$ cat src/rtl/lcd2vga_pkg.sv
// -----------------------------------------------------------------------------
// lcd2vga_pkg
// Shared definitions for the LCD-to-VGA sync lock logic.
//   - lock_state_t : sync lock FSM encoding (SEARCH=0, MEASURE=1, LOCKED=2, LOST=3)
//   - VGA 640x480 timing constants (totals, active area, vertical blanking)
//   - abs_diff     : unsigned absolute difference used for period matching
// -----------------------------------------------------------------------------
package lcd2vga_pkg;

    typedef enum logic [1:0] {
        ST_SEARCH  = 2'd0,
        ST_MEASURE = 2'd1,
        ST_LOCKED  = 2'd2,
        ST_LOST    = 2'd3
    } lock_state_t;

    // VGA 640x480 frame geometry, in pixel clocks / lines
    localparam int VGA_H_TOTAL  = 800;
    localparam int VGA_V_TOTAL  = 525;
    localparam int VGA_H_ACTIVE = 640;
    localparam int VGA_V_ACTIVE = 480;
    localparam int VGA_V_BLANK  = 45;

    localparam int CNT_W = 32;

    function automatic logic [CNT_W-1:0] abs_diff(input logic [CNT_W-1:0] a,
                                                  input logic [CNT_W-1:0] b);
        return (a >= b) ? (a - b) : (b - a);
    endfunction

endpackage

$ cat src/rtl/lcd_sync_edge_det.sv
// -----------------------------------------------------------------------------
// lcd_sync_edge_det
// Rising-edge detector for the LCD frame sync (already in the iw_clk domain).
// Ports:
//   iw_clk   in  sole clock
//   iw_rst_n in  synchronous active-low reset
//   iw_sync  in  LCD frame sync level
//   ow_edge  out high in the cycle where iw_sync=1 and the previous sample=0
// The previous-sample register resets to 1 so a sync that is already high
// when reset is released is not mistaken for a fresh edge.
// -----------------------------------------------------------------------------
module lcd_sync_edge_det (
    input  logic iw_clk,
    input  logic iw_rst_n,
    input  logic iw_sync,
    output logic ow_edge
);

    logic sync_prev_reg;

    always_ff @(posedge iw_clk) begin
        if (!iw_rst_n) begin
            sync_prev_reg <= 1'b1;
        end else begin
            sync_prev_reg <= iw_sync;
        end
    end

    assign ow_edge = iw_sync & ~sync_prev_reg;

endmodule

$ cat src/rtl/lcd_sync_lock_ctrl.sv
// -----------------------------------------------------------------------------
// lcd_sync_lock_ctrl
// Measures the LCD frame sync period, locks after P_LOCK_FRAMES consecutive
// matching periods, and then emits one restart pulse per frame, P_SYNC_OFFSET
// clocks after the sync rising edge, to realign the VGA hpos/vpos generator.
//
// Ports:
//   iw_clk       in   sole clock
//   iw_rst_n     in   synchronous active-low reset
//   iw_sync      in   LCD frame sync (synchronous to iw_clk)
//   ow_restart   out  one-cycle restart pulse (LOCKED only)
//   ow_locked    out  high in LOCKED
//   ow_video_en  out  RGB pass-through enable
//   ow_state     out  FSM state (SEARCH=0, MEASURE=1, LOCKED=2, LOST=3)
//   ow_frame_len out  last accepted sync period, in clocks
//   ow_lost_cnt  out  lock-loss events, saturating at 255
//
// Build option: define SYNC_WATCHDOG_EN to drop lock when no sync edge has
// arrived by ow_frame_len+P_TOL+1 clocks after the last one. Without it a
// missing sync leaves the block in LOCKED, silently waiting for the next edge.
// -----------------------------------------------------------------------------
module lcd_sync_lock_ctrl
    import lcd2vga_pkg::*;
#(
    parameter int P_SYNC_OFFSET = 36203,   // 800*44+1003
    parameter int P_FRAME_MIN   = 400000,
    parameter int P_FRAME_MAX   = 440000,
    parameter int P_TOL         = 4,
    parameter int P_LOCK_FRAMES = 3
) (
    input  logic        iw_clk,
    input  logic        iw_rst_n,
    input  logic        iw_sync,
    output logic        ow_restart,
    output logic        ow_locked,
    output logic        ow_video_en,
    output logic [1:0]  ow_state,
    output logic [31:0] ow_frame_len,
    output logic [7:0]  ow_lost_cnt
);

    // The restart must land inside every accepted frame, and locking needs
    // at least one matching period.
    if (P_SYNC_OFFSET >= P_FRAME_MIN || P_LOCK_FRAMES < 1) begin : g_param_check
        $fatal(1, "lcd_sync_lock_ctrl: need P_SYNC_OFFSET < P_FRAME_MIN and P_LOCK_FRAMES >= 1");
    end

    localparam int MATCH_W = (P_LOCK_FRAMES < 2) ? 1 : $clog2(P_LOCK_FRAMES + 1);
    localparam logic [MATCH_W-1:0] LOCK_TARGET = MATCH_W'(P_LOCK_FRAMES);

    lock_state_t        state_reg, state_next;
    logic [CNT_W-1:0]   cnt_reg, cnt_next;
    logic [CNT_W-1:0]   frame_len_reg, frame_len_next;
    logic [MATCH_W-1:0] match_reg, match_next;
    logic [7:0]         lost_cnt_reg, lost_cnt_next;
    logic               video_en_reg, video_en_next;

    logic sync_edge;
    logic period_valid;
    logic period_match;
    logic restart;
    logic wd_expired;

    lcd_sync_edge_det u_edge_det (
        .iw_clk   (iw_clk),
        .iw_rst_n (iw_rst_n),
        .iw_sync  (iw_sync),
        .ow_edge  (sync_edge)
    );

    // At an edge cycle cnt_reg holds the period just completed.
    assign period_valid = (cnt_reg >= CNT_W'(P_FRAME_MIN)) && (cnt_reg <= CNT_W'(P_FRAME_MAX));
    assign period_match = period_valid && (abs_diff(cnt_reg, frame_len_reg) <= CNT_W'(P_TOL));

    // A sync edge on the offset cycle clears the counter instead, so no pulse.
    // The counter passes the offset only once per period, so this fires at
    // most once per frame.
    assign restart = (state_reg == ST_LOCKED) && (cnt_reg == CNT_W'(P_SYNC_OFFSET)) && !sync_edge;

`ifdef SYNC_WATCHDOG_EN
    // One extra bit so frame_len near the top of the range cannot wrap.
    assign wd_expired = ({1'b0, cnt_reg} >= ({1'b0, frame_len_reg} + (CNT_W+1)'(P_TOL) + (CNT_W+1)'(1)));
`else
    assign wd_expired = 1'b0;
`endif

    always_comb begin
        state_next     = state_reg;
        frame_len_next = frame_len_reg;
        match_next     = match_reg;
        lost_cnt_next  = lost_cnt_reg;

        if (sync_edge) begin
            cnt_next = '0;
        end else if (cnt_reg == {CNT_W{1'b1}}) begin
            cnt_next = cnt_reg;
        end else begin
            cnt_next = cnt_reg + CNT_W'(1);
        end

        case (state_reg)
            ST_SEARCH: begin
                // The first edge only starts a measurement; the time since
                // reset or loss is not a real frame period.
                if (sync_edge) begin
                    state_next = ST_MEASURE;
                    match_next = '0;
                end
            end
            ST_MEASURE: begin
                if (sync_edge) begin
                    if (period_valid) begin
                        frame_len_next = cnt_reg;
                    end
                    if (period_match) begin
                        match_next = match_reg + MATCH_W'(1);
                        if (match_reg + MATCH_W'(1) == LOCK_TARGET) begin
                            state_next = ST_LOCKED;
                        end
                    end else begin
                        match_next = '0;
                    end
                end
            end
            ST_LOCKED: begin
                if (sync_edge) begin
                    if (period_match) begin
                        frame_len_next = cnt_reg;
                    end else begin
                        state_next = ST_LOST;
                    end
                end else if (wd_expired) begin
                    state_next = ST_LOST;
                end
            end
            ST_LOST: begin
                state_next = ST_SEARCH;
                if (lost_cnt_reg != 8'hFF) begin
                    lost_cnt_next = lost_cnt_reg + 8'd1;
                end
            end
            default: begin
                state_next = ST_SEARCH;
            end
        endcase

        // Video turns on after the first restart realigns the VGA timing and
        // drops in the same cycle the FSM leaves LOCKED.
        video_en_next = (state_next == ST_LOCKED) && (video_en_reg || restart);
    end

    always_ff @(posedge iw_clk) begin
        if (!iw_rst_n) begin
            state_reg     <= ST_SEARCH;
            cnt_reg       <= '0;
            frame_len_reg <= '0;
            match_reg     <= '0;
            lost_cnt_reg  <= '0;
            video_en_reg  <= 1'b0;
        end else begin
            state_reg     <= state_next;
            cnt_reg       <= cnt_next;
            frame_len_reg <= frame_len_next;
            match_reg     <= match_next;
            lost_cnt_reg  <= lost_cnt_next;
            video_en_reg  <= video_en_next;
        end
    end

    assign ow_restart   = restart;
    assign ow_locked    = (state_reg == ST_LOCKED);
    assign ow_video_en  = video_en_reg;
    assign ow_state     = state_reg;
    assign ow_frame_len = frame_len_reg;
    assign ow_lost_cnt  = lost_cnt_reg;

endmodule

$ cat config.mk
export PLATFORM = sky130hd
export DESIGN_NAME = lcd_sync_lock_ctrl
export DESIGN_NICKNAME = d
export VERILOG_FILES = /design/src/rtl/lcd2vga_pkg.sv /design/src/rtl/lcd_sync_edge_det.sv /design/src/rtl/lcd_sync_lock_ctrl.sv
export SDC_FILE = /design/constraint.sdc
export NUM_CORES = 1
export LEC_CHECK = 0
export BUFFER_PORTS_ARGS = -buffer_cell sky130_fd_sc_hd__buf_2
export CAP_MARGIN = 20
export CORE_MARGIN = 5
export CORE_UTILIZATION = 45
export CTS_BUF_LIST = sky130_fd_sc_hd__clkbuf_4 sky130_fd_sc_hd__clkbuf_8
export CTS_CLUSTER_DIAMETER = 120
export CTS_CLUSTER_SIZE = 25
export DETAILED_ROUTE_END_ITERATION = 12
export GPL_ROUTABILITY_DRIVEN = 0
export PLACE_DENSITY = 0.59
export SLEW_MARGIN = 20
export SYNTH_ARGS = -nofsm -noshare
export SYNTH_HDL_FRONTEND = slang
export SYNTH_SLANG_ARGS = --single-unit
$ cat constraint.sdc
create_clock -name iw_clk -period 5.9 [get_ports iw_clk]
set_clock_uncertainty 0.15 [all_clocks]
set_input_delay 0.295 -clock iw_clk [delete_from_list [all_inputs] [get_ports iw_clk]]
set_output_delay 0.295 -clock iw_clk [all_outputs]
set_load 0.005 [all_outputs]
==> results.yml <==
run_status:
  outcome: "completed"
clock_tree:
  cts_resized: 0
  clk_path_buf_depth: 2
  cts_tree: "yes"
  insertion_delay_ns: 0.37
  cts_buffers: 9
  cts_max_level: 3
  cts.clk_slew.worst_paths_ns: 0.09
  cts_root_buffer: "clkbuf_8"
  cts_sinks: 78
grt:
  grt_first_pass_wirelength_um: 39630
  antenna_found_initial: 0
  grt_pass1_vias: 7169
  grt_use_total_pct: 24.74
  gr-total-overflow: 0
  grt_max_degree: 69
final_layout:
  num-nets-final: 1133
  area_delta_synth_final_pct: 6.962
  num_antenna_cells: 0
  drive_gt1_share_pct: 8.843
  final_area_um2: 8247
  final_core_util_pct: 49.38
  fillerInstances: 1750
timing:
  fmax_ghz: 0.1979
  slew_headroom_pct: 35.77
  setup_violations: 0
  fin_crit_ns: 5.053
  final_max_slew_viol_count: 0
  fin_setup_tns_ns: 0
  worstMarginPinSlew_ns: 0.9547
  hold_violations: 0
  grt_setup_unrepaired: "no"
  min_period_over_period_pct: 85.64
  fin_ws_ns: 0.8473
floorplan:
  initial_core_util_pct: 46.16
  core-area_um2: 16700
  dieArea_um2: 19850
  rows: 47
  pin_count: 48
  die_w_um: 140.9
  fp.dieH_um: 140.9
synthesis:
  ys_types: 76
  synthMuxAreaShare_pct: 5.339
  yosysSeqAreaShare_pct: 20.25
  ys_warn_count: 0
  syn_nets: 1118
  synth_common_cells: "nand2_1, a21oi_1, inv_1"
  syn_area_um2: 7710
  synth_compound_area_share_pct: 24.49
  yosys.area_share.adder_pct: 11.68
  synth_seq_cells: 78
  synth_edf_count: 0
  yosysMostFrequentCell: "nand2_1"
  syn_area_per_cell_um2: 7.392
  synth_top_family_by_area: "simple AND/OR/NAND/NOR gates"
  synth_area_leaders: "dfxtp_1, ha_1, nand2_1"
  synth_xor_area_share_pct: 6.134
  synthCells: 1043
  synth_simple_gate_area_share_pct: 24.67
  yosysTopAreaCell: "dfxtp_1"
  synthFlopType: "dfxtp_1"
  synth_top_area_share_pct: 20.25
  ys_async_sr_fraction_pct: 0
placement:
  pre_cts_slack_ns: 1.048
  dpl.hpwl_um: 19740
  post_dp_cell_area_um2: 8008
  io_buffers: 47
critical_path:
  critical_path.most_common_cell: "mux2i_1"
  critPathSlowestCell: "nor4_1"
  cp-start-kind: "register"
  required_ns: 6.05
  arrival_ns: 5.20
  critical_path_class: "reg2reg"
  cpPeakStageDelay_ns: 0.71
  path_cells: "inv_1 -> ha_1 -> nand2_1 -> nor4_1 -> and3b_1 -> o31a_1 -> nor2_1 -> mux2i_1 -> mux2i_1 -> o2111a_2 -> o211ai_4 -> a21oi_4 -> buf_12 -> mux2i_1"
  critPathMaxFanout: 19
  setup.worst_path.end_class: "register"
drt:
  vias_per_cell: 6.049
  wl_per_cell_um: 19.36
  drtPass1Iterations: 5
  wl_um: 24830
  drcViolationCount: 0
  drtIter0Drc: 734
  ant_nets: 0
  num_vias: 7761
power:
  p_total_mw: 1.267
  power.density_nw_per_um2: 153.6
  leakage_nw: 3.408
  peakVddDrop_mv: 0.1997
min_path:
  hold_path_class: "reg2reg"
run:
  maxCapViolCount: 0
[worst paths after layout]
check / from / end / cells after the start / slack [ns]
hold reg to reg: match_reg[0] / match_reg[0] / 2 / 0.31
setup reg to reg: ow_frame_len[21] / ow_frame_len[9] / 14 / 0.85
hold / removal: match_reg[0] / match_reg[0] / 2 / 0.31
setup / recovery: ow_frame_len[21] / ow_frame_len[9] / 14 / 0.85
[report_power, final]
part	internal, mW	switching (mW)
combinational	0.111	0.153
clock	0.244	0.225
sequential	0.529	0.00528
[cell usage in the layout, fill, tap and decap left out, types with 4 or more instances in the layout]
cell type    n
a211oi_1     6
inv_1       82
nor2_1      68
or3_1       10
and4_1       9
nor2b_1      5
a31oi_1      8
nand4_1     30
nand3_1     31
o21bai_1     8
buf_2       47
xnor2_1     42
o21a_1      28
buf_4        4
and3_1      10
o21ai_0     52
o21ai_1      9
clkbuf_8     9
nand2_1    136
nand2b_1     7
dfxtp_1     78
o2111ai_1    5
xor2_1      12
nor3_1      20
o211ai_1    12
mux2i_1     40
a2111oi_0    4
nor4_1      18
a21o_1      24
ha_1        72
and2_1       6
o22ai_1      4
a21oi_1     89
[per-layer routing]
metal	vias up	routed length, um	GRT usage (%)
li1	3764	-	-
met1	3633	11920	37.04
met3	47	1775	4.335
met2	317	10490	35.91
met4	0	645	7.598
met5	-	0	0
[cell families (layout without fill, tap and decap cells)]
family                     count (synthesis)  in the layout
buffers and inverters                    131            151
xor gates and xnor gates                  54             54
DFF                                       78             78
and+or+nand+nor                          379            379
muxes                                     41             41
AOI/OAI and AO/OA                        288            288
adders and majority gates                 72             72
[per-stage QoR]
stage	hold slack [ns]	std cells
finish	0.3062	1283
global route	0.3304	1283
CTS	0.3111	1283
detailed placement	0.2974	1266
global placement	0.2965	1266
floorplan	0.2465	1043
[critical path, delay by kind of cell (launching register included)]
kind	cells	cell delay, ns
AOI/OAI and AO/OA	4	1.27
adders and majority gates	1	0.59
buffers and inverters	2	0.34
DFF	1	0.43
muxes	3	0.81
and+or+nand+nor	4	1.35
[final cells by class]
type	instances	area (um2)	area share [%]
Clock inverter	7	105.1	1.274
Clock buffer	9	123.9	1.502
Sequential cell	78	1562	18.93
Inverter	82	307.8	3.732
Timing Repair Buffer	53	295.3	3.581
Tap cell	220	275.3	3.338
Multi-Input combinational cell	834	5578	67.64
[repair_timing]
item,4_1_cts,5_1_grt
buffers inserted,0,0
hold buffers,1,0
endpoints found under the hold margin,1,0
No activity file was read; power rests on OpenSTA's default activity.
